===== config.mk =====
export PLATFORM = sky130hd
export DESIGN_NAME = pos_cell_ctrl
export DESIGN_NICKNAME = d
export VERILOG_FILES = /design/src/rtl/pos_cell_pkg.sv /design/src/rtl/pos_cell_fifo.sv /design/src/rtl/pos_cell_ctrl.sv
export SDC_FILE = /design/constraint.sdc
export NUM_CORES = 1
export LEC_CHECK = 0
export ABC_AREA = 1
export BUFFER_PORTS_ARGS = -buffer_cell sky130_fd_sc_hd__clkbuf_2
export CAP_MARGIN = 15
export CORE_ASPECT_RATIO = 1.2
export CORE_MARGIN = 5
export CORE_UTILIZATION = 60
export DETAILED_ROUTE_END_ITERATION = 10
export MAX_ROUTING_LAYER = met4
export PLACE_DENSITY_LB_ADDON = 0.15
export RECOVER_POWER = 100
export SYNTH_ARGS = -nofsm -noshare
export SYNTH_HDL_FRONTEND = slang
export SYNTH_SLANG_ARGS = --single-unit

===== constraint.sdc =====
create_clock -name clk -period 7 [get_ports clk]
set_input_delay 1.05 -clock clk [delete_from_list [all_inputs] [get_ports clk]]
set_output_delay 1.05 -clock clk [all_outputs]
set_load 0.05 [all_outputs]

===== src/rtl/pos_cell_pkg.sv =====
// Shared types and constants for the cell position RAM sequencer.
// State encoding, read latency and count-word field width.
package pos_cell_pkg;

  typedef enum logic [2:0] {
    IDLE,
    CNT_RD,
    CNT_WAIT,
    STREAM,
    DRAIN,
    DONE
  } state_e;

  localparam int RD_LATENCY = 2;
  localparam int CNT_W      = 16;

  function automatic logic [CNT_W-1:0] clamp_cnt(
    input logic [CNT_W-1:0] raw,
    input logic [CNT_W-1:0] max_c
  );
    return (raw > max_c) ? max_c : raw;
  endfunction

endpackage


===== src/rtl/pos_cell_fifo.sv =====
// Small synchronous FIFO holding {pid, position} for the read stream.
// Push and pop in the same cycle leave the occupancy unchanged.
module pos_cell_fifo #(
  parameter int WIDTH = 104,
  parameter int DEPTH = 4,
  parameter int AW    = $clog2(DEPTH)
) (
  input  logic          clk,
  input  logic          rst_n,
  input  logic          push,
  input  logic [WIDTH-1:0] din,
  input  logic          pop,
  output logic [WIDTH-1:0] dout,
  output logic [AW:0]   count,
  output logic          empty
);

  localparam logic [AW:0]   C_ONE = (AW+1)'(1);
  localparam logic [AW:0]   C_FULL = (AW+1)'(DEPTH);
  localparam logic [AW-1:0] P_ONE = AW'(1);

  logic [WIDTH-1:0] mem [DEPTH];
  logic [AW-1:0]    wp;
  logic [AW-1:0]    rp;
  logic [AW:0]      cnt;
  logic             do_push;
  logic             do_pop;

  assign empty   = (cnt == '0);
  assign do_pop  = pop && !empty;
  assign do_push = push && ((cnt != C_FULL) || do_pop);
  assign dout    = mem[rp];
  assign count   = cnt;

  always_ff @(posedge clk or negedge rst_n) begin
    if (!rst_n) begin
      for (int i = 0; i < DEPTH; i++) begin
        mem[i] <= '0;
      end
      wp  <= '0;
      rp  <= '0;
      cnt <= '0;
    end else begin
      if (do_push) begin
        mem[wp] <= din;
        wp      <= wp + P_ONE;
      end
      if (do_pop) begin
        rp <= rp + P_ONE;
      end
      if (do_push && !do_pop) begin
        cnt <= cnt + C_ONE;
      end else if (!do_push && do_pop) begin
        cnt <= cnt - C_ONE;
      end
    end
  end

endmodule


===== src/rtl/pos_cell_ctrl.sv =====
// Sequencer/arbiter sharing one cell position RAM between the
// force-eval read streamer and the motion-update writer.
module pos_cell_ctrl
  import pos_cell_pkg::*;
#(
  parameter int DATA_WIDTH   = 96,
  parameter int PARTICLE_NUM = 220,
  parameter int ADDR_WIDTH   = 8,
  parameter int FIFO_DEPTH   = 4
) (
  input  logic                  clk,
  input  logic                  rst_n,
  input  logic                  rd_start,
  output logic                  rd_busy,
  output logic                  rd_done,
  output logic                  rd_valid,
  input  logic                  rd_ready,
  output logic [DATA_WIDTH-1:0] rd_data,
  output logic [ADDR_WIDTH-1:0] rd_pid,
  input  logic                  wr_valid,
  output logic                  wr_ready,
  input  logic [ADDR_WIDTH-1:0] wr_addr,
  input  logic [DATA_WIDTH-1:0] wr_data,
  output logic [ADDR_WIDTH-1:0] mem_address,
  output logic [DATA_WIDTH-1:0] mem_data,
  output logic                  mem_rden,
  output logic                  mem_wren,
  input  logic [DATA_WIDTH-1:0] mem_q
);

  localparam int FW = DATA_WIDTH + ADDR_WIDTH;
  localparam int FA = $clog2(FIFO_DEPTH);
  localparam int CW = FA + 1;
  localparam int OW = CW + 1;
  localparam int LS = RD_LATENCY - 1;

  localparam logic [CNT_W-1:0]      MAX_CNT  = CNT_W'(PARTICLE_NUM - 1);
  localparam logic [ADDR_WIDTH-1:0] A_ONE    = ADDR_WIDTH'(1);
  localparam logic [ADDR_WIDTH-1:0] SPEC_MAX = ADDR_WIDTH'(RD_LATENCY);
  localparam logic [OW-1:0]         CREDIT   = OW'(FIFO_DEPTH);
  localparam logic [CW-1:0]         F_ONE    = CW'(1);

  state_e                  state_q;
  state_e                  state_d;
  logic [ADDR_WIDTH-1:0]   count_q;
  logic [ADDR_WIDTH-1:0]   next_pid_q;
  logic                    wr_ready_q;

  logic [LS:0]             p_v;
  logic [LS:0]             p_cnt;
  logic [ADDR_WIDTH-1:0]   p_pid [RD_LATENCY];

  logic                    wr_take;
  logic                    cnt_issue;
  logic                    spec_issue;
  logic                    str_issue;
  logic                    cnt_arrive;
  logic [ADDR_WIDTH-1:0]   cnt_new;
  logic [OW-1:0]           occ;
  logic                    credit_ok;
  logic                    drain_done;

  logic                    f_push;
  logic                    f_pop;
  logic [FW-1:0]           f_dout;
  logic [CW-1:0]           f_cnt;
  logic                    f_empty;

  assign wr_take   = wr_valid && wr_ready_q;
  assign occ       = {1'b0, f_cnt} + OW'(p_v[0]) + OW'(p_v[LS]);
  assign credit_ok = (occ < CREDIT);

  assign cnt_arrive = p_v[LS] && p_cnt[LS];
  assign cnt_new    = ADDR_WIDTH'(clamp_cnt(mem_q[CNT_W-1:0], MAX_CNT));

  // Entries past the latched count are early speculative reads; drop them.
  assign f_push = p_v[LS] && !p_cnt[LS] && (p_pid[LS] <= count_q);
  assign f_pop  = rd_valid && rd_ready;

  assign drain_done = (p_v == '0) &&
                      ((f_cnt == '0) || ((f_cnt == F_ONE) && f_pop));

  pos_cell_fifo #(
    .WIDTH (FW),
    .DEPTH (FIFO_DEPTH),
    .AW    (FA)
  ) u_fifo (
    .clk   (clk),
    .rst_n (rst_n),
    .push  (f_push),
    .din   ({p_pid[LS], mem_q}),
    .pop   (f_pop),
    .dout  (f_dout),
    .count (f_cnt),
    .empty (f_empty)
  );

  assign rd_valid = !f_empty;
  assign rd_pid   = f_dout[FW-1:DATA_WIDTH];
  assign rd_data  = f_dout[DATA_WIDTH-1:0];
  assign rd_busy  = (state_q != IDLE);
  assign rd_done  = (state_q == DONE);
  assign wr_ready = wr_ready_q;
  assign mem_wren = wr_take;
  assign mem_rden = cnt_issue || spec_issue || str_issue;
  assign mem_data = wr_take ? wr_data : '0;

  // Particles 1..2 are read while the count word is still in flight.
  always_comb begin
    state_d    = state_q;
    cnt_issue  = 1'b0;
    spec_issue = 1'b0;
    str_issue  = 1'b0;
    unique case (state_q)
      IDLE: begin
        if (rd_start) state_d = CNT_RD;
      end
      CNT_RD: begin
        cnt_issue = !wr_take;
        if (!wr_take) state_d = CNT_WAIT;
      end
      CNT_WAIT: begin
        spec_issue = !wr_take && credit_ok &&
                     (next_pid_q <= SPEC_MAX);
        if (cnt_arrive) begin
          state_d = (cnt_new == '0) ? DONE : STREAM;
        end
      end
      STREAM: begin
        str_issue = !wr_take && credit_ok &&
                    (next_pid_q <= count_q);
        if ((next_pid_q > count_q) ||
            (str_issue && (next_pid_q == count_q))) begin
          state_d = DRAIN;
        end
      end
      DRAIN: begin
        if (drain_done) state_d = DONE;
      end
      DONE: begin
        state_d = IDLE;
      end
      default: begin
        state_d = IDLE;
      end
    endcase
  end

  always_comb begin
    mem_address = '0;
    unique case (1'b1)
      wr_take:    mem_address = wr_addr;
      cnt_issue:  mem_address = '0;
      spec_issue: mem_address = next_pid_q;
      str_issue:  mem_address = next_pid_q;
      default:    mem_address = '0;
    endcase
  end

  always_ff @(posedge clk or negedge rst_n) begin
    if (!rst_n) begin
      state_q    <= IDLE;
      count_q    <= '0;
      next_pid_q <= A_ONE;
      wr_ready_q <= 1'b0;
      p_v        <= '0;
      p_cnt      <= '0;
      for (int i = 0; i < RD_LATENCY; i++) begin
        p_pid[i] <= '0;
      end
    end else begin
      state_q    <= state_d;
      wr_ready_q <= 1'b1;
      if (state_q == IDLE) begin
        next_pid_q <= A_ONE;
      end else if (spec_issue || str_issue) begin
        next_pid_q <= next_pid_q + A_ONE;
      end
      if ((state_q == CNT_WAIT) && cnt_arrive) begin
        count_q <= cnt_new;
      end
      p_v      <= {p_v[LS-1:0], mem_rden};
      p_cnt    <= {p_cnt[LS-1:0], cnt_issue};
      p_pid[0] <= next_pid_q;
      for (int i = 1; i < RD_LATENCY; i++) begin
        p_pid[i] <= p_pid[i-1];
      end
    end
  end

endmodule


==> impl_metrics.env, run 1 <==
export IMPL_synth_cells=2541
export IMPL_path_cells="inv_1, buf_4, o21ai_0, o22ai_1, clkbuf_1"
export IMPL_layout_setup_ws_ns=1.14
export IMPL_syn2layout_area_growth_pct=13.9
export IMPL_synth_area_um2=21500
export IMPL_nets=3088
export IMPL_synth_avg_cell_area_um2=8.45
export IMPL_clock_path_buffers=3
export IMPL_coreArea_um2=35700
export IMPL_tns_ns=0
export IMPL_die_area_um2=39700
export IMPL_grt_pass1_wl_um=91500
export IMPL_post_drt_wl_per_cell_um=16.8
export IMPL_setup_violations_final=0
export IMPL_crit_path_start_kind="flip-flop"
export IMPL_register_area_um2=11600
export IMPL_hold_viol_final=0
export IMPL_clk_pin_slew_ns=0.06
export IMPL_multiInputGateArea_um2=7780
export IMPL_crit_path_end="rd_data[34]"
export IMPL_final_cell_mix="628 x o21ai_0, 495 x nand2_1, 461 x dfrtp_1, 330 x nor2_1, 236 x inv_1"
export IMPL_yosysTopAreaCell="dfrtp_1"
export IMPL_fp_dieH_um=217
export IMPL_rows=76
export IMPL_final_common_cell="o21ai_0"
export IMPL_root_buffer="clkbuf_16"
export IMPL_finalMaxSlewViolations=697
export IMPL_path_max_fanout=57
export IMPL_failed_checks="capacitance limit, slew limit"
export IMPL_r2r_slack_ns=1.67
export IMPL_crit_type="reg2out"
export IMPL_yosysUniqueCellTypes=31
export IMPL_startpoint="u_fifo.rp[1]"
export IMPL_cts_sinks=463
export IMPL_pin_count=419
export IMPL_yosys_warnings=0
export IMPL_timing_rr_end="u_fifo.mem[332]"
export IMPL_path_buf_inv=3
export IMPL_post_cts_resized=0
export IMPL_first_iter_violations=1529
export IMPL_drc=0
export IMPL_vias=18500
export IMPL_crit_path_end_kind="output pin"
export IMPL_yosysTopAreaCellShare_pct=53.8
export IMPL_first_pass_iters=5
export IMPL_cts_buffers=46
export IMPL_cp_depth=5
export IMPL_rsz0062_at_grt="no"
export IMPL_htreeDepth=2
export IMPL_ant_nets=0
export IMPL_hold_buffers=0
export IMPL_cp_top_family="buffers and inverters"
export IMPL_maxCapViolCount=10
export IMPL_r2r_start="count_q[5]"
export IMPL_crit_path_max_incr_delay_ns=1.67
export IMPL_yosysSeqAreaShare_pct=53.9
export IMPL_clock_latency_ns=0.55
export IMPL_num_fill_cells=3039
export IMPL_worstRegToRegCells=10
export IMPL_clock_skew_final_ns=0.0179
export IMPL_dp_hpwl_um=35500
export IMPL_start_util_pct=60.2
export IMPL_maxSlewHeadroom_pct=-105
export IMPL_grt_max_degree=186
export IMPL_yosys_register_bits=463
export IMPL_ir_drop_mv=0.364
export IMPL_worstPathRequired_ns=5.95
export IMPL_slowest_stage="inv_1"
export IMPL_status="finished, violations left"
export IMPL_die_w_um=183
export IMPL_globalplace_congestion=0.947
export IMPL_synthTopCellsByArea="dfrtp_1 54%, o21ai_0 11%, nand2_1 8.6%"
export IMPL_final_layout_size_suffix_gt1_share_pct=11.0
export IMPL_place_ws_ns=2.26
export IMPL_worst_pin_slew_ns=3.08
export IMPL_cts_setup_buffers=0
export IMPL_port_buffers=418
export IMPL_worstPathArrival_ns=4.81
export IMPL_antenna_found_initial=2
export IMPL_grt_remaining_overflow=0
export IMPL_p_per_area_nw_per_um2=535
export IMPL_post_route_period_util_pct=83.8
export IMPL_min_period_ns=5.86
export IMPL_grt_pass1_vias=18100
export IMPL_cts_tree="built"
export IMPL_synth_nets=2774
export IMPL_max_clock_freq_mhz=171
export IMPL_track_usage_pct=28.8
export IMPL_min_path_type="reg2reg"
export IMPL_leakagePower_nw=12.4
export IMPL_drt_total_wl_um=56400
export IMPL_vias_per_cell=5.51
## registers in the layout (all words and copies together) (netlist names)
register and cells:
u_fifo.mem 416, p_cnt 2, count_q 8, u_fifo.rp 2
wr_ready 1, p_v 2, p_pid 16, u_fifo.count 3
next_pid_q 8, state_q 3, u_fifo.wp 2
## cell usage after synthesis (all sizes together)
| cell type | instances |
|---|---|
| o21bai | 1 |
| clkbuf | 105 |
| nand2 | 496 |
| clkinv | 1 |
| nor2 | 330 |
| nand4 | 14 |
| o21ai | 639 |
| nor3 | 5 |
| a21o | 2 |
| a21boi | 1 |
| a21oi | 14 |
| ha | 28 |
| xor2 | 8 |
| o22ai | 107 |
| dfrtp | 462 |
| xnor2 | 3 |
| conb | 1 |
| dfstp | 1 |
| or2 | 1 |
| inv | 238 |
| buf | 64 |
| a22oi | 2 |
| a211oi | 1 |
| nand3 | 17 |
## cells by family after synthesis
| logic type | Yosys count | share of synthesized area (%) |
|---|---|---|
| flops | 463 | 53.9 |
| buf+inv | 408 | 8.99 |
| compound gates | 767 | 19.3 |
| xor+xnor | 11 | 0.449 |
| fa+ha+maj | 28 | 1.63 |
| simple gates | 863 | 15.6 |
| other cells | 1 | 0.0175 |
## routing by layer
layer	up-vias	global-route usage [%]	routed length, µm
met5	-	-	0
met1	8887	37.4	23500
li1	8883	-	-
met2	639	46.6	27700
met3	111	4.43	3400
met4	0	10.5	1810
## cell type report
type	count	share of cell area, %
multi-input cells	1670	31.8
repair buffers	435	8.07
diodes	3	0.0307
inverters	239	3.69
flip-flops and latches	463	47.4
well taps	468	2.39
clock inverters	14	0.921
clock buffers	67	5.70
## worst min-delay path by stage
stage / from / end / slack, ns / cells after the start
6_report: p_cnt[0] / p_cnt[1] / 0.35 / 0
5_1_grt: p_pid[13] / p_pid[5] / 0.36 / 0
4_1_cts: p_cnt[0] / p_cnt[1] / 0.35 / 0
3_5_place_dp: p_cnt[0] / p_cnt[1] / 0.33 / 0
3_3_place_gp: p_pid[15] / p_pid[7] / 0.33 / 0
2_1_floorplan: p_cnt[0] / p_cnt[1] / 0.33 / 0
## report_power, final
part | internal [W] | leakage [nW] | switching, W | total [W]
clock network | 0.00160 | 0.794 | 0.00101 | 0.00261
logic | 0.00146 | 5.68 | 0.00462 | 0.00608
registers | 0.00375 | 5.89 | 0.000647 | 0.00440
total | 0.00681 | 12.4 | 0.00627 | 0.0131
## worst register-to-register path: cells and delay by family, from the launching register on
kind,cells,cell delay [ns]
AND/OR/NAND/NOR,5,2.44
buffers and inverters,2,1.49
adder cells (fa/ha/maj),1,0.27
flip-flops,1,0.38
AO/OA/AOI/OAI,2,0.65
## metrics by stage
step | instance area [µm²] | hold slack [ns] | total power [W] | utilization [%] | instances
final | 24500 | 0.348 | 0.0131 | 68.6 | 3359
after global routing | 24500 | 0.357 | 0.0139 | 68.6 | 3358
after CTS | 24900 | 0.348 | 0.0133 | 69.9 | 3356
after detailed placement | 23300 | 0.335 | 0.0107 | 65.4 | 3275
after global placement | 23300 | 0.332 | 0.0105 | 65.4 | 3275
after floorplan | 21500 | 0.331 | 0.00917 | - | 2541
Power figures use the tool's default switching activity.
==> run 2: changes to the inputs <==
CORE_UTILIZATION = 56   (was 60)
clock period = 5.8 ns   (was 7 ns; I/O delays follow)
==> run 2 against run 1 <==
Against the previous run: clock skew up 0.0059 ns; flip-flop and latch count is the same; core utilization decreased by 4.0 points; critical path depth is the same; clock-buffer cell count is 7 higher; the run still ends with capacitance limit, slew limit left; critical endpoint is now rd_data[2].
==> impl_metrics.env, run 2 (synthesis results as in run 1) <==
export IMPL_p_per_area_nw_per_um2=640
export IMPL_grt_pass1_vias=18100
export IMPL_crit_path_start_kind="flip-flop"
export IMPL_port_buffers=418
export IMPL_antenna_found_initial=1
export IMPL_ir_drop_mv=0.392
export IMPL_coreArea_um2=37900
export IMPL_dp_cells=3290
export IMPL_finalMaxSlewViolations=797
export IMPL_final_common_cell="o21ai_0"
export IMPL_first_iter_violations=1392
export IMPL_grt_max_degree=132
export IMPL_cpMostUsedCell="clkbuf_2"
export IMPL_dp_hpwl_um=35900
export IMPL_leakagePower_nw=12.4
export IMPL_syn2layout_area_growth_pct=13.9
export IMPL_track_usage_pct=27.2
export IMPL_worstPathRequired_ns=4.93
export IMPL_failed_checks="capacitance limit, slew limit"
export IMPL_ant_nets=0
export IMPL_cp_top_family="buffers and inverters"
export IMPL_crit_path_end_kind="output pin"
export IMPL_path_buf_inv=3
export IMPL_power_total_w=0.0157
export IMPL_die_w_um=189
export IMPL_cts_buffers=47
export IMPL_grt_pass1_wl_um=92600
export IMPL_start_util_pct=56.7
export IMPL_first_pass_iters=7
export IMPL_crit_path_max_incr_delay_ns=1.12
export IMPL_final_layout_size_suffix_gt1_share_pct=11.2
export IMPL_max_clock_freq_mhz=204
export IMPL_layout_cells_non_filler=3379
export IMPL_die_area_um2=42400
export IMPL_drc=0
export IMPL_clock_skew_final_ns=0.0238
export IMPL_post_route_period_util_pct=84.6
export IMPL_rows=78
export IMPL_status="finished, violations left"
export IMPL_maxSlewHeadroom_pct=-106
export IMPL_crit_type="reg2out"
export IMPL_cts_setup_buffers=0
export IMPL_post_drt_wl_per_cell_um=16.8
export IMPL_vias=18300
export IMPL_largest_registers="u_fifo.mem x416, p_pid x16"
export IMPL_post_route_util_pct=64.6
export IMPL_hold_buffers=0
export IMPL_min_period_ns=4.91
export IMPL_root_buffer="clkbuf_16"
export IMPL_path_cells="clkbuf_2, clkbuf_2, o21ai_0, o22ai_1, clkbuf_1"
export IMPL_top_register="u_fifo.mem"
export IMPL_post_cts_resized=0
export IMPL_worstPathArrival_ns=4.04
export IMPL_clock_path_buffers=3
export IMPL_htreeDepth=2
export IMPL_final_cell_mix="628 x o21ai_0, 496 x nand2_1, 460 x dfrtp_1, 330 x nor2_1, 236 x inv_1"
export IMPL_clock_latency_ns=0.57
export IMPL_largest_reg_flops=416
export IMPL_cts_tree="built"
export IMPL_worst_pin_slew_ns=3.09
export IMPL_clk_pin_slew_ns=0.06
export IMPL_pin_count=419
export IMPL_nets=3092
export IMPL_min_path_type="reg2reg"
export IMPL_setup_violations_final=0
export IMPL_globalplace_congestion=0.911
export IMPL_grt_remaining_overflow=0
export IMPL_path_max_fanout=57
export IMPL_cts_sinks=463
export IMPL_drt_total_wl_um=56800
export IMPL_fp_dieH_um=225
export IMPL_rsz0062_at_grt="no"
export IMPL_vias_per_cell=5.43
export IMPL_slowest_stage="clkbuf_2"
export IMPL_tns_ns=0
export IMPL_maxCapViolCount=9
export IMPL_hold_viol_final=0
[run 2: cell count changes in the layout (fill, tap and decap cells not counted), moves of 2 or more]
cell and change:
buf_12 +4, bufinv_16 -5, clkbuf_1 +6, clkbuf_2 -3, clkbuf_8 +6, clkinv_2 +3
diode_2 -2, o21ai_1 -2, o21ai_2 +2
[run 2: final cells by class]
cell class              count  area [µm²]
repair buffers            438        2030
fillers                  3428       13400
multi-input cells        1670        7760
flip-flops and latches    463       11600
clock buffers              74        1460
well taps                 480         601
inverters                 239         902
diodes                      1        2.50
clock inverters            14         116
[run 2: metal layers]
metal	track usage, %	vias to the layer above	part of all wire [%]
li1	-	8891	-
met1	34.3	8722	41
met2	46.0	651	50
met3	4.19	83	6.5
met4	8.14	0	2.6
met5	-	-	0
[run 2: final timing paths]
path,slack [ns],to,start,cells after the start
worst max-delay path,0.89,rd_data[2],u_fifo.rp[1],5
worst min-delay path,0.35,p_pid[7],p_pid[15],0
worst max register to register,1.41,u_fifo.mem[376],count_q[5],10
worst min register to register,0.35,p_pid[7],p_pid[15],0
max in group asynchronous,2.66,u_fifo.rp[0],rst_n,2
min in group asynchronous,1.30,u_fifo.mem[278],rst_n,1
[run 2: power by group]
group / switching (W) / internal [W] / leakage, nW
clock network: 0.00125 / 0.00177 / 0.783
registers: 0.000749 / 0.00453 / 5.89
logic: 0.00559 / 0.00175 / 5.70
total: 0.00760 / 0.00806 / 12.4
[run 2: worst register-to-register path: stages (launching register included)]
cell and delay [ns]:
dfrtp_1 0.36, inv_1 0.11, ha_1 0.26, a21oi_1 0.15, nor2_1 0.05, nor3_1 0.15
nand2_1 0.07, nand2_1 0.18, nand3_1 1.28, clkbuf_2 1.15, o21ai_0 0.50
[run 2: stage by stage]
step           hold WS (ns)  setup WS [ns]  instance area (µm²)
6_report              0.347          0.892                24500
5_1_grt               0.354          0.733                24500
4_1_cts               0.348           1.65                25000
3_5_place_dp          0.335           1.97                23400
3_3_place_gp          0.333           2.05                23400
2_1_floorplan         0.331           2.63                21500
